===== config.mk =====
export PLATFORM = sky130hd
export DESIGN_NAME = airlock_chamber
export DESIGN_NICKNAME = d
export VERILOG_FILES = /design/src/rtl/airlock_pkg.sv /design/src/rtl/delay_counter.sv /design/src/rtl/airlock_chamber.sv
export SDC_FILE = /design/constraint.sdc
export NUM_CORES = 1
export LEC_CHECK = 0
export BUFFER_PORTS_ARGS = -buffer_cell sky130_fd_sc_hd__buf_2
export CORE_UTILIZATION = 64
export CTS_BUF_LIST = sky130_fd_sc_hd__clkbuf_8
export CTS_CLUSTER_SIZE = 14
export DETAILED_ROUTE_END_ITERATION = 10
export PLACE_DENSITY = 0.95
export SLEW_MARGIN = 20
export SYNTH_ARGS = -nofsm -noshare
export SYNTH_HDL_FRONTEND = slang
export SYNTH_SLANG_ARGS = --single-unit

===== constraint.sdc =====
create_clock -name clk -period 4.15 [get_ports clk]
set_input_delay 0.415 -clock clk [delete_from_list [all_inputs] [get_ports clk]]
set_output_delay 0.415 -clock clk [all_outputs]
set_load 0.005 [all_outputs]

===== src/rtl/airlock_pkg.sv =====
// Shared definitions for the airlock chamber plant model: command codes,
// FSM states, status bit positions and the acceptance-time interlock check.
package airlock_pkg;

    localparam logic [2:0] CMD_PRESSURIZE  = 3'd1;
    localparam logic [2:0] CMD_EVACUATE    = 3'd2;
    localparam logic [2:0] CMD_OPEN_INNER  = 3'd3;
    localparam logic [2:0] CMD_CLOSE_INNER = 3'd4;
    localparam logic [2:0] CMD_OPEN_OUTER  = 3'd5;
    localparam logic [2:0] CMD_CLOSE_OUTER = 3'd6;

    // Bit positions in the status word {outer_open, inner_open, evacuated, pressurized}.
    localparam int Q_PRESS = 0;
    localparam int Q_EVAC  = 1;
    localparam int Q_INNER = 2;
    localparam int Q_OUTER = 3;

    // Pressurized, both doors closed.
    localparam logic [3:0] Q_RESET = 4'b0001;

    typedef enum logic [1:0] {
        IDLE = 2'd0,
        PUMP = 2'd1,
        VENT = 2'd2,
        DOOR = 2'd3
    } state_e;

    typedef enum logic [1:0] {
        VERDICT_REJECT = 2'd0,
        VERDICT_NOOP   = 2'd1,
        VERDICT_START  = 2'd2
    } verdict_e;

    // Outcome of evaluating one command against the current chamber status.
    typedef struct packed {
        verdict_e   verdict;
        state_e     next_state;
        logic [3:0] target;     // status word to present once the operation completes
    } decision_t;

    // Interlock check first, then the redundancy check; a redundant command is a no-op.
    function automatic decision_t decide_cmd(input logic [2:0] cmd, input logic [3:0] q);
        decision_t  d;
        logic       doors_closed;
        doors_closed = !q[Q_INNER] && !q[Q_OUTER];
        d.verdict    = VERDICT_REJECT;
        d.next_state = IDLE;
        d.target     = q;
        case (cmd)
            CMD_PRESSURIZE: begin
                if (doors_closed) begin
                    d.verdict         = q[Q_PRESS] ? VERDICT_NOOP : VERDICT_START;
                    d.next_state      = PUMP;
                    d.target[Q_PRESS] = 1'b1;
                    d.target[Q_EVAC]  = 1'b0;
                end
            end
            CMD_EVACUATE: begin
                if (doors_closed) begin
                    d.verdict         = q[Q_EVAC] ? VERDICT_NOOP : VERDICT_START;
                    d.next_state      = VENT;
                    d.target[Q_PRESS] = 1'b0;
                    d.target[Q_EVAC]  = 1'b1;
                end
            end
            CMD_OPEN_INNER: begin
                if (q[Q_PRESS] && !q[Q_OUTER]) begin
                    d.verdict         = q[Q_INNER] ? VERDICT_NOOP : VERDICT_START;
                    d.next_state      = DOOR;
                    d.target[Q_INNER] = 1'b1;
                end
            end
            CMD_CLOSE_INNER: begin
                d.verdict         = q[Q_INNER] ? VERDICT_START : VERDICT_NOOP;
                d.next_state      = DOOR;
                d.target[Q_INNER] = 1'b0;
            end
            CMD_OPEN_OUTER: begin
                if (q[Q_EVAC] && !q[Q_INNER]) begin
                    d.verdict         = q[Q_OUTER] ? VERDICT_NOOP : VERDICT_START;
                    d.next_state      = DOOR;
                    d.target[Q_OUTER] = 1'b1;
                end
            end
            CMD_CLOSE_OUTER: begin
                d.verdict         = q[Q_OUTER] ? VERDICT_START : VERDICT_NOOP;
                d.next_state      = DOOR;
                d.target[Q_OUTER] = 1'b0;
            end
            default: begin
                d.verdict = VERDICT_REJECT;
            end
        endcase
        return d;
    endfunction

endpackage


===== src/rtl/delay_counter.sv =====
// 4-bit loadable down-counter timing each chamber operation.
// Saturates at zero; never wraps.
module delay_counter (
    input  logic       clk,
    input  logic       rst,
    input  logic       load,
    input  logic [3:0] load_val,
    input  logic       en,
    output logic       zero
);

    logic [3:0] count_q;
    logic [3:0] count_d;

    // Next count: load wins, otherwise decrement while enabled and non-zero.
    always_comb begin
        // NOTE: assign a default first so every path drives count_d; otherwise a latch is inferred.
        count_d = count_q;
        if (load) begin
            count_d = load_val;
        end else if (en && (count_q != 4'd0)) begin
            count_d = count_q - 4'd1;
        end
    end

    // Count register, cleared asynchronously.
    always_ff @(posedge clk or negedge rst) begin
        // NOTE: sequential state uses non-blocking (<=) so all flops update from pre-edge values.
        if (!rst) begin
            count_q <= 4'd0;
        end else begin
            count_q <= count_d;
        end
    end

    assign zero = (count_q == 4'd0);

endmodule


===== src/rtl/airlock_chamber.sv =====
// Airlock chamber plant model: accepts controller commands, enforces the
// door/pressure interlocks, and reports status after a fixed operation delay.
module airlock_chamber
    import airlock_pkg::*;
#(
    parameter int PUMP_CYCLES = 8,
    parameter int DOOR_CYCLES = 3
) (
    input  logic       clk,
    input  logic       rst,
    input  logic       cmd_valid,
    input  logic [2:0] cmd,
    output logic       cmd_ready,
    output logic [3:0] q,
    output logic       busy,
    output logic       rej
);

    // Counter preload so completion lands on the N-th edge after acceptance.
    localparam logic [3:0] PUMP_LOAD = 4'(PUMP_CYCLES - 1);
    localparam logic [3:0] DOOR_LOAD = 4'(DOOR_CYCLES - 1);

    state_e     state_q, state_d;
    logic [3:0] q_q, q_d;
    logic [3:0] tgt_q, tgt_d;
    logic       busy_q, busy_d;
    logic       ready_q, ready_d;
    logic       rej_q, rej_d;

    logic       accept;
    decision_t  dec;
    logic       cnt_load;
    logic [3:0] cnt_load_val;
    logic       cnt_en;
    logic       cnt_zero;

    // ready_q is high exactly in IDLE, so this is the handshake.
    assign accept = cmd_valid && ready_q;
    assign dec    = decide_cmd(cmd, q_q);
    assign cnt_en = (state_q != IDLE);

    delay_counter u_delay (
        .clk      (clk),
        .rst      (rst),
        .load     (cnt_load),
        .load_val (cnt_load_val),
        .en       (cnt_en),
        .zero     (cnt_zero)
    );

    // Next-state, status and handshake logic.
    always_comb begin
        state_d      = state_q;
        q_d          = q_q;
        tgt_d        = tgt_q;
        busy_d       = busy_q;
        ready_d      = ready_q;
        rej_d        = 1'b0;
        cnt_load     = 1'b0;
        cnt_load_val = DOOR_LOAD;
        case (state_q)
            IDLE: begin
                if (accept) begin
                    case (dec.verdict)
                        VERDICT_START: begin
                            state_d      = dec.next_state;
                            tgt_d        = dec.target;
                            busy_d       = 1'b1;
                            ready_d      = 1'b0;
                            cnt_load     = 1'b1;
                            cnt_load_val = (dec.next_state == DOOR) ? DOOR_LOAD : PUMP_LOAD;
                            // Chamber pressure is indeterminate while pumping or venting.
                            if (dec.next_state != DOOR) begin
                                q_d[Q_PRESS] = 1'b0;
                                q_d[Q_EVAC]  = 1'b0;
                            end
                        end
                        VERDICT_REJECT: rej_d = 1'b1;
                        default:        ;  // redundant command: accepted, nothing to do
                    endcase
                end
            end
            default: begin
                if (cnt_zero) begin
                    state_d = IDLE;
                    q_d     = tgt_q;
                    busy_d  = 1'b0;
                    ready_d = 1'b1;
                end
            end
        endcase
    end

    // FSM state and registered outputs; reset aborts any operation in flight.
    always_ff @(posedge clk or negedge rst) begin
        if (!rst) begin
            state_q <= IDLE;
            q_q     <= Q_RESET;
            tgt_q   <= Q_RESET;
            busy_q  <= 1'b0;
            ready_q <= 1'b1;
            rej_q   <= 1'b0;
        end else begin
            state_q <= state_d;
            q_q     <= q_d;
            tgt_q   <= tgt_d;
            busy_q  <= busy_d;
            ready_q <= ready_d;
            rej_q   <= rej_d;
        end
    end

    assign cmd_ready = ready_q;
    assign q         = q_q;
    assign busy      = busy_q;
    assign rej       = rej_q;

endmodule


* Word level (Yosys, flattened, before mapping)
Cells that the tools add are included.
** Storage, ports and cells
- Register bits :: 17
- Word-level logic and storage cells :: 88
** Cells by class
- Reduce and logical (&&, ||, !) cells :: 19
- Multiplexer cells :: 47
- Equality and inequality tests :: 12
- Bitwise gates (word level) :: 1
- Add/subtract/negate cells :: 1
** Operator list (count)
- 2-bit 2-to-1 mux :: 17
- 4-bit 2-to-1 mux :: 5
- 1-bit 2-to-1 mux :: 15
- 3-bit 2-to-1 mux :: 4
- 2-bit case mux with 6 select lines :: 1
- 2-bit case mux with 5 select lines :: 1
- 3-bit == test, second input constant :: 3
- 3-bit by 2-bit == test with 1-bit output, second input constant :: 2
- 2-bit != test, second input constant :: 3
- 3-bit AND reduction :: 2
- 2-bit nonzero test :: 3
- 1-bit logical AND :: 5
- 5-bit 2-to-1 mux :: 1
- 2-bit == test, second input constant :: 2
- 2-bit zero test :: 2
- 4-bit zero test :: 1
- 1-bit case mux with 2 select lines :: 2
- 2-bit case mux with 2 select lines :: 1
- 4-bit AND reduction :: 1
- 4-bit nonzero test :: 1
- 4-bit by 1-bit subtractor with 4-bit output, second input constant :: 1
- 3-bit by 1-bit == test with 1-bit output, second input constant :: 1
- 1-bit zero test :: 2
- 2-bit by 1-bit != test with 1-bit output, second input constant :: 1
- 3 further kinds :: 3

* Logic depth before layout (Yosys ltp)
Gate-level depths: netlist of the first run.
- Depth after elaboration :: 10
- Mapped depth :: 7
- Gate-level depth less buffers :: 7

* Modules after synthesis
A second synthesis of the first run with hierarchy kept.
** Unflattened totals
- Cells, all modules :: 116
- Area total of the unflattened synthesis :: 1148.6 sq um
** Modules (own cells, without submodules)
- airlock_chamber :: sequential area each 329.1 sq um, cells an instance 89, times used 1, area an instance 878.3 sq um
- delay_counter :: sequential area each 100.1 sq um, cells an instance 27, times used 1, area an instance 270.3 sq um

* Least setup slack after synthesis of the first run
No wires, ideal clock.
- Path type :: register to register
- From :: register u_delay.count_q[0]
- To :: register q_q[0] (netlist: q[0])
- Path buffers :: 0
- Path slack :: 2.278 ns
- Stages on the path, launching flop included :: 7
- Arrival time :: 1.790 ns
- Clock period less this slack :: 1.872 ns
- Cells stage by stage :: dfrtp_1 -> inv_1 -> ha_1 -> or3b_1 -> nor2_1 -> mux2_2 -> o31a_1
** On the way
- Word-level cells in the longest chain between the ends :: 3
** RTL lines
- start: declaration :: line delay_counter.sv:12 : logic [3:0] count_q;
- start signal: assignment :: line delay_counter.sv:32 : count_q <= count_d;
- 4-bit zero test :: line delay_counter.sv:36 : assign zero = (count_q == 4'd0);
- 2-bit nonzero test (no source line)
- 4-bit AND reduction (no source line)
- end signal: assignment :: line airlock_chamber.sv:105 : q_q <= q_d;
- end: declaration :: line airlock_chamber.sv:24 : logic [3:0] q_q, q_d;
Every way passes these cells.
A chain may end at the register's enable or synchronous reset.

* Worst setup path in the final report of the first run
- From :: register q_q[2] (netlist: q[2])
- To :: register tgt_q[3]
** On the way
- Word-level cells in the longest chain between the ends :: 6
- Elaborated cells between the ends (all ways) :: 13
** RTL lines
- 1-bit zero test :: line airlock_pkg.sv:45, airlock_pkg.sv:79
- 1-bit logical AND (on tied branches) :: line airlock_pkg.sv:79, airlock_pkg.sv:45
- 5-bit 2-to-1 mux, or another cell as far along :: line airlock_pkg.sv:79 : if (q[Q_EVAC] && !q[Q_INNER]) begin
- 2-bit case mux with 6 select lines :: line airlock_pkg.sv:49 : case (cmd)
- 2-bit == test :: line airlock_chamber.sv:64 : case (dec.verdict)
- 3-bit AND reduction (no source line)
- end signal: assignment :: line airlock_chamber.sv:106 : tgt_q <= tgt_d;
- end: declaration :: line airlock_chamber.sv:25 : logic [3:0] tgt_q, tgt_d;
Several ways; a longest one is shown, not always the timed one.

==> out/results.ini, run 1 <==
[clock_network]
cts_root_buf=clkbuf_8
numCtsBuffers=3
cts_max_path_buffers=2
cts_resized=0
post_cts_buffers=0
insertion_delay_ns=0.25
cts_tree=done
cts.sinks=17
htreeDepth=1
clk_pin_slew_ns=0.06
cts_hold_buf=0

[critical_path]
critPathKind=flip-flop to flip-flop
crit_fanout=13
crit_required_ns=4.28
startpoint=q[2]
cp_slowest_cell=dfrtp_1
critPathArrivalTime_ns=2.28
crit_path_cell_trace=or2_2, o32a_2, o2111ai_1, nand2b_2, mux2_2
slowest_delay_ns=0.53
endpoint=tgt_q[3]
regToRegStartpoint=q[2]
reg2regPathDepth=5
r2r_setup_slack_ns=2.00
worstSetupEndpointType=flip-flop
worstReg2RegEnd=tgt_q[3]
cp-start-kind=flip-flop
path_buf_inv=0
crit_family=simple AND/OR/NAND/NOR gates
crit_cells=5

[logic_synthesis]
synth_warnings=0
ys.flop_type=dfrtp_1
ys_ff_latch=17
synth_area_mm2=0.001070
syn_area_per_cell_um2=10.19
synthCells=105
syn_nets=113
synth_top_area_cell=dfrtp_1
synth_top_area_share_pct=32.75
seq_area_frac_synth_pct=40.12
ys_top_cells_by_area=dfrtp_1 (33%), dfstp_2 (7.4%), mux2_2 (6.3%)
async_reset_ff_share_pct=100.0
synth_cell_types=42
synth_edf_count=0

[pwr]
p_leak_nw=0.5456
finalPower_uw=694.6
power.density_mw_per_mm2=602.7
peakVddDrop_v=0.0005199

[layout]
multi_input_area_um2=568.0
area_growth_pct=7.720
n_fill_cell=111
diodes=0
regArea_um2=429.2
layout.nets=124
drive_above_1_share_pct=27.83

[floorplanning]
fp.dieH_um=42.89
fp.coreArea_mm2=0.001541
io_pins=13
dieWidth_um=42.89
initial_utilization_pct=69.40
die_area_mm2=0.001839
rows=14

[global_route]
antenna_found_initial=0
gr-total-overflow=0
gr-usage-all-layers_pct=25.00
grt_pass1_wl_mm=3.394
first_global_vias=786
grt_max_degree=18

[routing]
post_drt_wl_per_cell_um=15.48
vias=842
totalWireLength_mm=2.028
drc_errors=0
firstDrtPassIters=4
dr.first_iter.drc_count=21
ant_nets=0
post_drt_via_cell_ratio=6.427

[run_status]
status=complete, no violations

[timing]
rsz0062_at_grt=false
setup_viol=0
setup-tns-final_ns=0
slew_violations=0
final.period_utilization_pct=51.82
fmax_mhz=465.0
period_needed_ns=2.150
hold_viol=0
worst_slew_pin_slew_ns=0.6088
finClkSkew_ns=0.004517
slew_headroom_pct=58.98

[worst_hold_path]
hold_class=primary input to asynchronous set/reset pin

[place]
io_buffers=12
dp_hpwl_mm=1.458
gp_congestion=0.8946

[run]
max_cap_violations=0

## report_power, final
part | internal (mW) | switching [mW] | total (mW)
Sequential | 0.236 | 0.0653 | 0.302
Combinational | 0.135 | 0.141 | 0.276
Clock | 0.0655 | 0.0513 | 0.117
Total | 0.437 | 0.258 | 0.695
## Yosys cell counts (2+ instances only)
| cell | instances |
|---|---|
| a21oi_1 | 4 |
| a221oi_1 | 2 |
| a22o_1 | 2 |
| buf_2 | 4 |
| buf_6 | 2 |
| dfrtp_1 | 14 |
| dfstp_2 | 3 |
| ha_1 | 2 |
| inv_1 | 8 |
| mux2_2 | 6 |
| mux2i_1 | 3 |
| nand2_1 | 8 |
| nor2_1 | 6 |
| nor2b_1 | 3 |
| nor4_1 | 2 |
| o21ai_0 | 7 |
| o31a_1 | 2 |
| xnor2_1 | 3 |
## per-layer routing
layer / vias to the layer above / track usage (%) / wire length (um)
met5: - / 0 / 0
met4: 0 / 8.750 / 34
met3: 6 / 8.936 / 96
met2: 21 / 39.70 / 960
met1: 412 / 31.30 / 937
li1: 403 / - / -
## worst min-delay path by stage
| stage | endpoint | slack (ns) | depth (start not counted) |
|---|---|---|---|
| 3_5_place_dp | rej | 0.35 | 1 |
| 2_1_floorplan | busy | 0.12 | 0 |
| 6_report | rej | 0.07 | 1 |
| 4_1_cts | rej | 0.09 | 1 |
| 5_1_grt | state_q[1] | 0.10 | 1 |
| 3_3_place_gp | rej | 0.34 | 1 |
## placed cells by master, fill, tap and decap left out, types with 2 or more instances in the layout
| cell | instances |
|---|---|
| a22o_1 | 2 |
| xnor2_1 | 3 |
| a221oi_1 | 2 |
| clkbuf_8 | 3 |
| ha_1 | 2 |
| a21oi_1 | 4 |
| mux2_2 | 6 |
| o31a_1 | 2 |
| inv_1 | 9 |
| mux2i_1 | 3 |
| buf_2 | 12 |
| dfrtp_1 | 14 |
| dfstp_2 | 3 |
| nand2_1 | 8 |
| nor2_1 | 6 |
| nor2b_1 | 3 |
| o21ai_0 | 7 |
| nor4_1 | 2 |
## registers in the layout, indices dropped and copies added (netlist names)
signal / count
cmd_ready: 1
state_q: 2
q: 4
rej: 1
tgt_q: 4
busy: 1
u_delay.count_q: 4
## worst reg2reg max path, stage by stage, from the launching register on
cell,delay (ns)
dfrtp_1,0.53
or2_2,0.35
o32a_2,0.19
o2111ai_1,0.23
nand2b_2,0.36
mux2_2,0.38
## cells by family after synthesis
kind of cell / count (synthesis) / share of synthesized area (%)
flip-flops: 17 / 40.12
XOR/XNOR: 4 / 3.275
adder cells (fa/ha/maj): 2 / 2.339
AND/OR/NAND/NOR: 30 / 18.13
buffers and inverters: 14 / 6.784
AO/OA/AOI/OAI: 29 / 20.24
multiplexers: 9 / 9.122
## area by class of cell
cell class	instances	area share (%)
clock inverter	1	0.3257
timing repair buffer	12	5.212
sequential	17	37.24
tap	16	1.737
clock buffer	3	3.583
inverter	8	2.606
multi-input combinational	74	49.29
## metrics by stage
step	std cells	area [um^2]	setup WS (ns)	utilization [%]	hold slack (ns)
3_5_place_dp	127	1107	1.970	71.83	0.3500
2_1_floorplan	105	1070	2.278	-	0.1194
3_3_place_gp	127	1107	2.054	71.83	0.3439
6_report	131	1152	2.000	74.76	0.06818
4_1_cts	131	1152	2.022	74.76	0.08564
5_1_grt	131	1152	1.912	74.76	0.1023
Power figures use the tool's default switching activity.
==> inputs of run 2 (changes only) <==
Settings changed: CORE_UTILIZATION 64 to 53, PLACE_DENSITY 0.95 to 0.89.
Clock period 4.15 ns to 1.8 ns, I/O delays scaled along.
==> run 2 against run 1 <==
Effect of this change:
- the flow now finishes with violations (setup timing)
- setup slack worse by 2.0 ns
- utilization up 2.3 points
- critical path depth up 2
- non-clock buffer count up 20
- clock-buffer cell count unchanged
- worst hold slack better by 0.30 ns
- sequential share of layout area down 6.2 points
- highest routed layer unchanged
==> out/results.ini, run 2 (synthesis results as in run 1) <==
[routing]
firstDrtPassIters=4  ; unchanged
ant_nets=0  ; unchanged
drc_errors=0  ; unchanged
dr.first_iter.drc_count=38  ; was 21
vias=989  ; was 842
post_drt_via_cell_ratio=6.181  ; was 6.427
post_drt_wl_per_cell_um=17.68  ; was 15.48 um
totalWireLength_mm=2.829  ; was 2.028 mm

[clock_network]
insertion_delay_ns=0.26  ; was 0.25 ns
htreeDepth=1  ; unchanged
numCtsBuffers=3  ; unchanged
cts_max_path_buffers=2  ; unchanged
cts_tree=done  ; unchanged
cts.sinks=17  ; unchanged
cts_root_buf=clkbuf_8  ; unchanged
clk_pin_slew_ns=0.07  ; was 0.06 ns

[timing]
period_needed_ns=1.831  ; was 2.150 ns
hold_viol=0  ; unchanged
setup_viol=4  ; was 0
worst_slew_pin_slew_ns=0.4379  ; was 0.6088 ns
setup_slack_ns=-0.03061  ; was 2.000 ns
finClkSkew_ns=0.002868  ; was 0.004517 ns
worst_hold_slack_ns=0.3706  ; was 0.06818 ns
final.period_utilization_pct=101.7  ; was 51.82%
rsz0062_at_grt=true  ; was false
slew_violations=0  ; unchanged
fmax_mhz=546.3  ; was 465.0 MHz
slew_headroom_pct=70.73  ; was 58.98%

[pwr]
power.density_mw_per_mm2=1412  ; was 602.7 mW/mm^2
finalPower_mw=1.959  ; was 694.6 uW
peakVddDrop_v=0.001077  ; was 0.0005199 V
p_leak_nw=0.6605  ; was 0.5456 nW

[critical_path]
crit_family=simple AND/OR/NAND/NOR gates  ; unchanged
path_buf_inv=2  ; was 0
crit_required_ns=1.98  ; was 4.28 ns
reg2regPathDepth=7  ; was 5
crit_path_cell_trace=buf_4, and4bb_2, nand2_2, o2111ai_4, nand2b_4, buf_6, mux2i_2  ; was or2_2, o32a_2, o2111ai_1, nand2b_2, mux2_2
critPathArrivalTime_ns=2.01  ; was 2.28 ns
critPathKind=flip-flop to flip-flop  ; unchanged
worstSetupEndpointType=flip-flop  ; unchanged
slowest_delay_ns=0.46  ; was 0.53 ns
cp-start-kind=flip-flop  ; unchanged
crit_fanout=7  ; was 13
crit_cells=7  ; was 5
cp_slowest_cell=dfrtp_2  ; was dfrtp_1

[layout]
stdcell_count=160  ; was 131
layout.nets=144  ; was 124
diodes=0  ; unchanged
area_growth_pct=29.71  ; was 7.720%
layout_common_cells=buf_4 (18), dfrtp_1 (13), buf_2 (12)  ; was dfrtp_1 (14), buf_2 (12), inv_1 (9)
drive_above_1_share_pct=45.93  ; was 27.83%
final_common_cell=buf_4  ; was dfrtp_1
postLayoutCoreUtil_pct=77.01  ; was 74.76%

[place]
placedCellCount=153  ; was 127
dp_slack_ns=-0.09729  ; was 1.970 ns
gp_congestion=0.8464  ; was 0.8946
dp_hpwl_mm=1.866  ; was 1.458 mm
io_buffers=12  ; unchanged

[global_route]
gr-usage-all-layers_pct=29.34  ; was 25.00%
grt_pass1_wl_mm=4.429  ; was 3.394 mm
first_global_vias=954  ; was 786
grt_max_degree=18  ; unchanged
gr-total-overflow=0  ; unchanged
antenna_found_initial=0  ; unchanged

[floorplanning]
die_area_mm2=0.002202  ; was 0.001839 mm^2
dieWidth_um=46.93  ; was 42.89 um
io_pins=13  ; unchanged
initial_utilization_pct=59.38  ; was 69.40%
rows=15  ; was 14
fp.coreArea_mm2=0.001802  ; was 0.001541 mm^2
fp.dieH_um=46.93  ; was 42.89 um

[run]
max_cap_violations=0  ; unchanged

[run_status]
status=complete, but fails checks  ; was complete, no violations
failed_checks=setup timing

[worst_hold_path]
hold_class=primary input to asynchronous set/reset pin  ; unchanged

[run 2: cell count changes in the layout (fill, tap and decap cells not counted), sizes merged]
| cell | change |
|---|---|
| buf | +19 |
| clkinv | +1 |
| inv | -1 |
| dlygate4sd3 | +1 |
[run 2: power breakdown]
group          internal (mW)  total [mW]  switching (mW)  leakage, nW
registers              0.547       0.697           0.151        0.207
logic                  0.503       0.963           0.460        0.428
clock network          0.154       0.299           0.145       0.0255
[run 2: what timing repair did]
action | 4_1_cts | 5_1_grt
hold buffers | 1 | 0
resized for setup | 11 | 7
setup buffers | 1 | 1
pin swaps | 4 | 1
endpoints found under the setup margin | 13 | 13
endpoints found under the hold margin | 14 | 0
[run 2: worst register-to-register path, cell delays in order (launching register included)]
cell and delay [ns]:
dfrtp_2 0.46, buf_4 0.16, and4bb_2 0.34, nand2_2 0.08, o2111ai_4 0.10, nand2b_4 0.23, buf_6 0.16, mux2i_2 0.22
[run 2: per-stage QoR]
step	cell area [um^2]	TNS, ns
final	1388	-0.05768
after global routing	1388	-0.7927
after floorplan	1072	0
after detailed placement	1249	-0.6349
after global placement	1249	0
after CTS	1364	0
[run 2: final timing paths]
kind	startpoint	to	slack, ns
worst max-delay path	q[3]	u_delay.count_q[0]	-0.03
min in group clk	cmd[0]	state_q[1]	0.45
max in group asynchronous	rst	cmd_ready	1.11
worst max register to register	q[3]	u_delay.count_q[0]	-0.03
worst min register to register	tgt_q[3]	q[3]	0.52
worst min-delay path	rst	busy	0.37
[run 2: final cells by class]
type | instances | area (um^2)
clock buffer | 3 | 41.29
clock inverter | 1 | 5.005
fill | 113 | 414.1
inverter | 8 | 30.03
multi-input combinational | 74 | 633.1
sequential | 17 | 430.4
tap | 25 | 31.28
timing repair buffer | 32 | 216.5
[run 2: layer usage]
metal / share of wire [%] / track usage (%) / wire [um]
met5: 0 / 0 / 0
met4: 1.7 / 12.57 / 47
met1: 40 / 36.78 / 1122
met2: 53 / 48.33 / 1492
met3: 5.9 / 6.923 / 167
==> inputs of run 3 (changes only) <==
Settings changed: PLACE_DENSITY 0.89 to 0.77.
==> run 3 against run 2 <==
Effect of this change:
- the flow still finishes with violations (setup timing)
- die area unchanged
- clock-buffer cell count unchanged
- first-iteration DRC count decreased by 84%
- sequential share of layout area increased by 0.25 points
- clock skew decreased by 0.0021 ns
- largest power group unchanged
- via count decreased by 3.8%
==> out/results.ini, run 3 (synthesis results as in run 1) <==
[global_route]
first_global_vias=882  ; was 954
gr-usage-all-layers_pct=26.18  ; was 29.34%
grt_max_degree=18  ; unchanged
antenna_found_initial=0  ; unchanged
gr-total-overflow=0  ; unchanged
grt_pass1_wl_mm=3.884  ; was 4.429 mm

[layout]
area_growth_pct=28.65  ; was 29.71%
final_common_cell=buf_4  ; unchanged
diodes=0  ; unchanged
stdcell_count=162  ; was 160
drive_above_1_share_pct=44.53  ; was 45.93%
layout.nets=146  ; was 144
layout_common_cells=buf_4 (20), dfrtp_1 (13), buf_2 (12)  ; was buf_4 (18), dfrtp_1 (13), buf_2 (12)
postLayoutCoreUtil_pct=76.39  ; was 77.01%

[floorplanning]
rows=15  ; unchanged
io_pins=13  ; unchanged
initial_utilization_pct=59.38  ; unchanged
fp.dieH_um=46.93  ; unchanged
dieWidth_um=46.93  ; unchanged
fp.coreArea_mm2=0.001802  ; unchanged
die_area_mm2=0.002202  ; unchanged

[clock_network]
htreeDepth=1  ; unchanged
cts.sinks=17  ; unchanged
cts_root_buf=clkbuf_8  ; unchanged
cts_max_path_buffers=2  ; unchanged
clk_pin_slew_ns=0.07  ; about the same
numCtsBuffers=3  ; unchanged
insertion_delay_ns=0.26  ; about the same
cts_tree=done  ; unchanged

[critical_path]
crit_required_ns=1.94  ; was 1.98 ns
worstSetupEndpointType=flip-flop  ; unchanged
critPathKind=flip-flop to flip-flop  ; unchanged
crit_fanout=8  ; was 7
cp-start-kind=flip-flop  ; unchanged
critPathArrivalTime_ns=1.94  ; was 2.01 ns

[place]
gp_congestion=0.9140  ; was 0.8464
placedCellCount=156  ; was 153
io_buffers=12  ; unchanged
dp_hpwl_mm=1.783  ; was 1.866 mm
dp_slack_ns=-0.05856  ; was -0.09729 ns

[run_status]
status=complete, but fails checks  ; unchanged
failed_checks=setup timing  ; unchanged

[pwr]
p_leak_nw=0.6697  ; was 0.6605 nW
finalPower_mw=1.924  ; was 1.959 mW
peakVddDrop_v=0.001185  ; was 0.001077 V
power.density_mw_per_mm2=1398  ; was 1412 mW/mm^2

[routing]
firstDrtPassIters=4  ; unchanged
totalWireLength_mm=2.555  ; was 2.829 mm
post_drt_wl_per_cell_um=15.77  ; was 17.68 um
ant_nets=0  ; unchanged
vias=951  ; was 989
drc_errors=0  ; unchanged
dr.first_iter.drc_count=6  ; was 38
post_drt_via_cell_ratio=5.870  ; was 6.181

[timing]
period_needed_ns=1.802  ; was 1.831 ns
setup_slack_ns=-0.001789  ; was -0.03061 ns
finClkSkew_ns=0.0007211  ; was 0.002868 ns
worst_slew_pin_slew_ns=0.4561  ; was 0.4379 ns
hold_viol=0  ; unchanged
slew_violations=0  ; unchanged
rsz0062_at_grt=true  ; unchanged
setup_viol=1  ; was 4
slew_headroom_pct=69.52  ; was 70.73%
final.period_utilization_pct=100.1  ; was 101.7%
setup-tns-final_ns=-0.001789  ; was -0.05768 ns
fmax_mhz=555.0  ; was 546.3 MHz

[run]
max_cap_violations=0  ; unchanged

[worst_hold_path]
hold_class=primary input to asynchronous set/reset pin  ; unchanged

==> run 3: cell count changes in the layout (fill, tap and decap cells not counted), sizes merged <==
cell,previous run,this run
buf,31,33
==> run 3: critical path, stage by stage (launching register included) <==
cell and delay (ns):
dfrtp_2 0.45, buf_4 0.15, o32a_2 0.32, o2111ai_2 0.18, nand2b_4 0.22, mux2_2 0.35
==> run 3: area by class of cell <==
cell class	count	area, um^2
Sequential cell	17	430.4
Timing Repair Buffer	34	231.5
Inverter	8	30.03
Tap cell	25	31.28
Clock buffer	3	41.29
Fill cell	124	425.4
Multi-Input combinational cell	74	606.8
Clock inverter	1	5.005
==> run 3: worst paths after layout <==
| check | from | depth (start not counted) | end | slack (ns) |
|---|---|---|---|---|
| setup / recovery | q[3] | 5 | tgt_q[3] | -0.002 |
| hold reg to reg | tgt_q[2] | 1 | tgt_q[2] | 0.51 |
| min in group clk | cmd[0] | 3 | state_q[1] | 0.42 |
| setup reg to reg | q[3] | 5 | tgt_q[3] | -0.002 |
| max in group asynchronous | rst | 2 | cmd_ready | 1.10 |
| hold / removal | rst | 2 | u_delay.count_q[0] | 0.38 |
==> run 3: report_power, final <==
group          switching [mW]  internal, mW
registers               0.130         0.546
clock network           0.142         0.154
logic                   0.436         0.516
total                   0.708          1.22
==> run 3: timing repair <==
item / in CTS / in global routing
endpoints found under the setup margin: 9 / 11
hold buffers: 1 / 0
resized for setup: 4 / 7
buffers inserted: 0 / 1
pin swaps: 2 / 7
endpoints found under the hold margin: 14 / 0
==> run 3: metal layers <==
layer | wire (um) | part of all wire [%] | vias to the layer above | track usage, %
met1 | 1077 | 42 | 468 | 29.95
li1 | - | - | 446 | -
met4 | 69 | 2.7 | 0 | 14.86
met3 | 97 | 3.8 | 9 | 3.846
met2 | 1311 | 51 | 28 | 46.39
met5 | 0 | 0 | - | 0
==> run 3: per-stage QoR <==
step	hold WS, ns	cell area (um^2)
after floorplan	-0.1156	1072
after global placement	0.1173	1271
after detailed placement	0.1256	1271
after CTS	0.3859	1340
after global routing	0.4178	1376
final	0.3828	1376
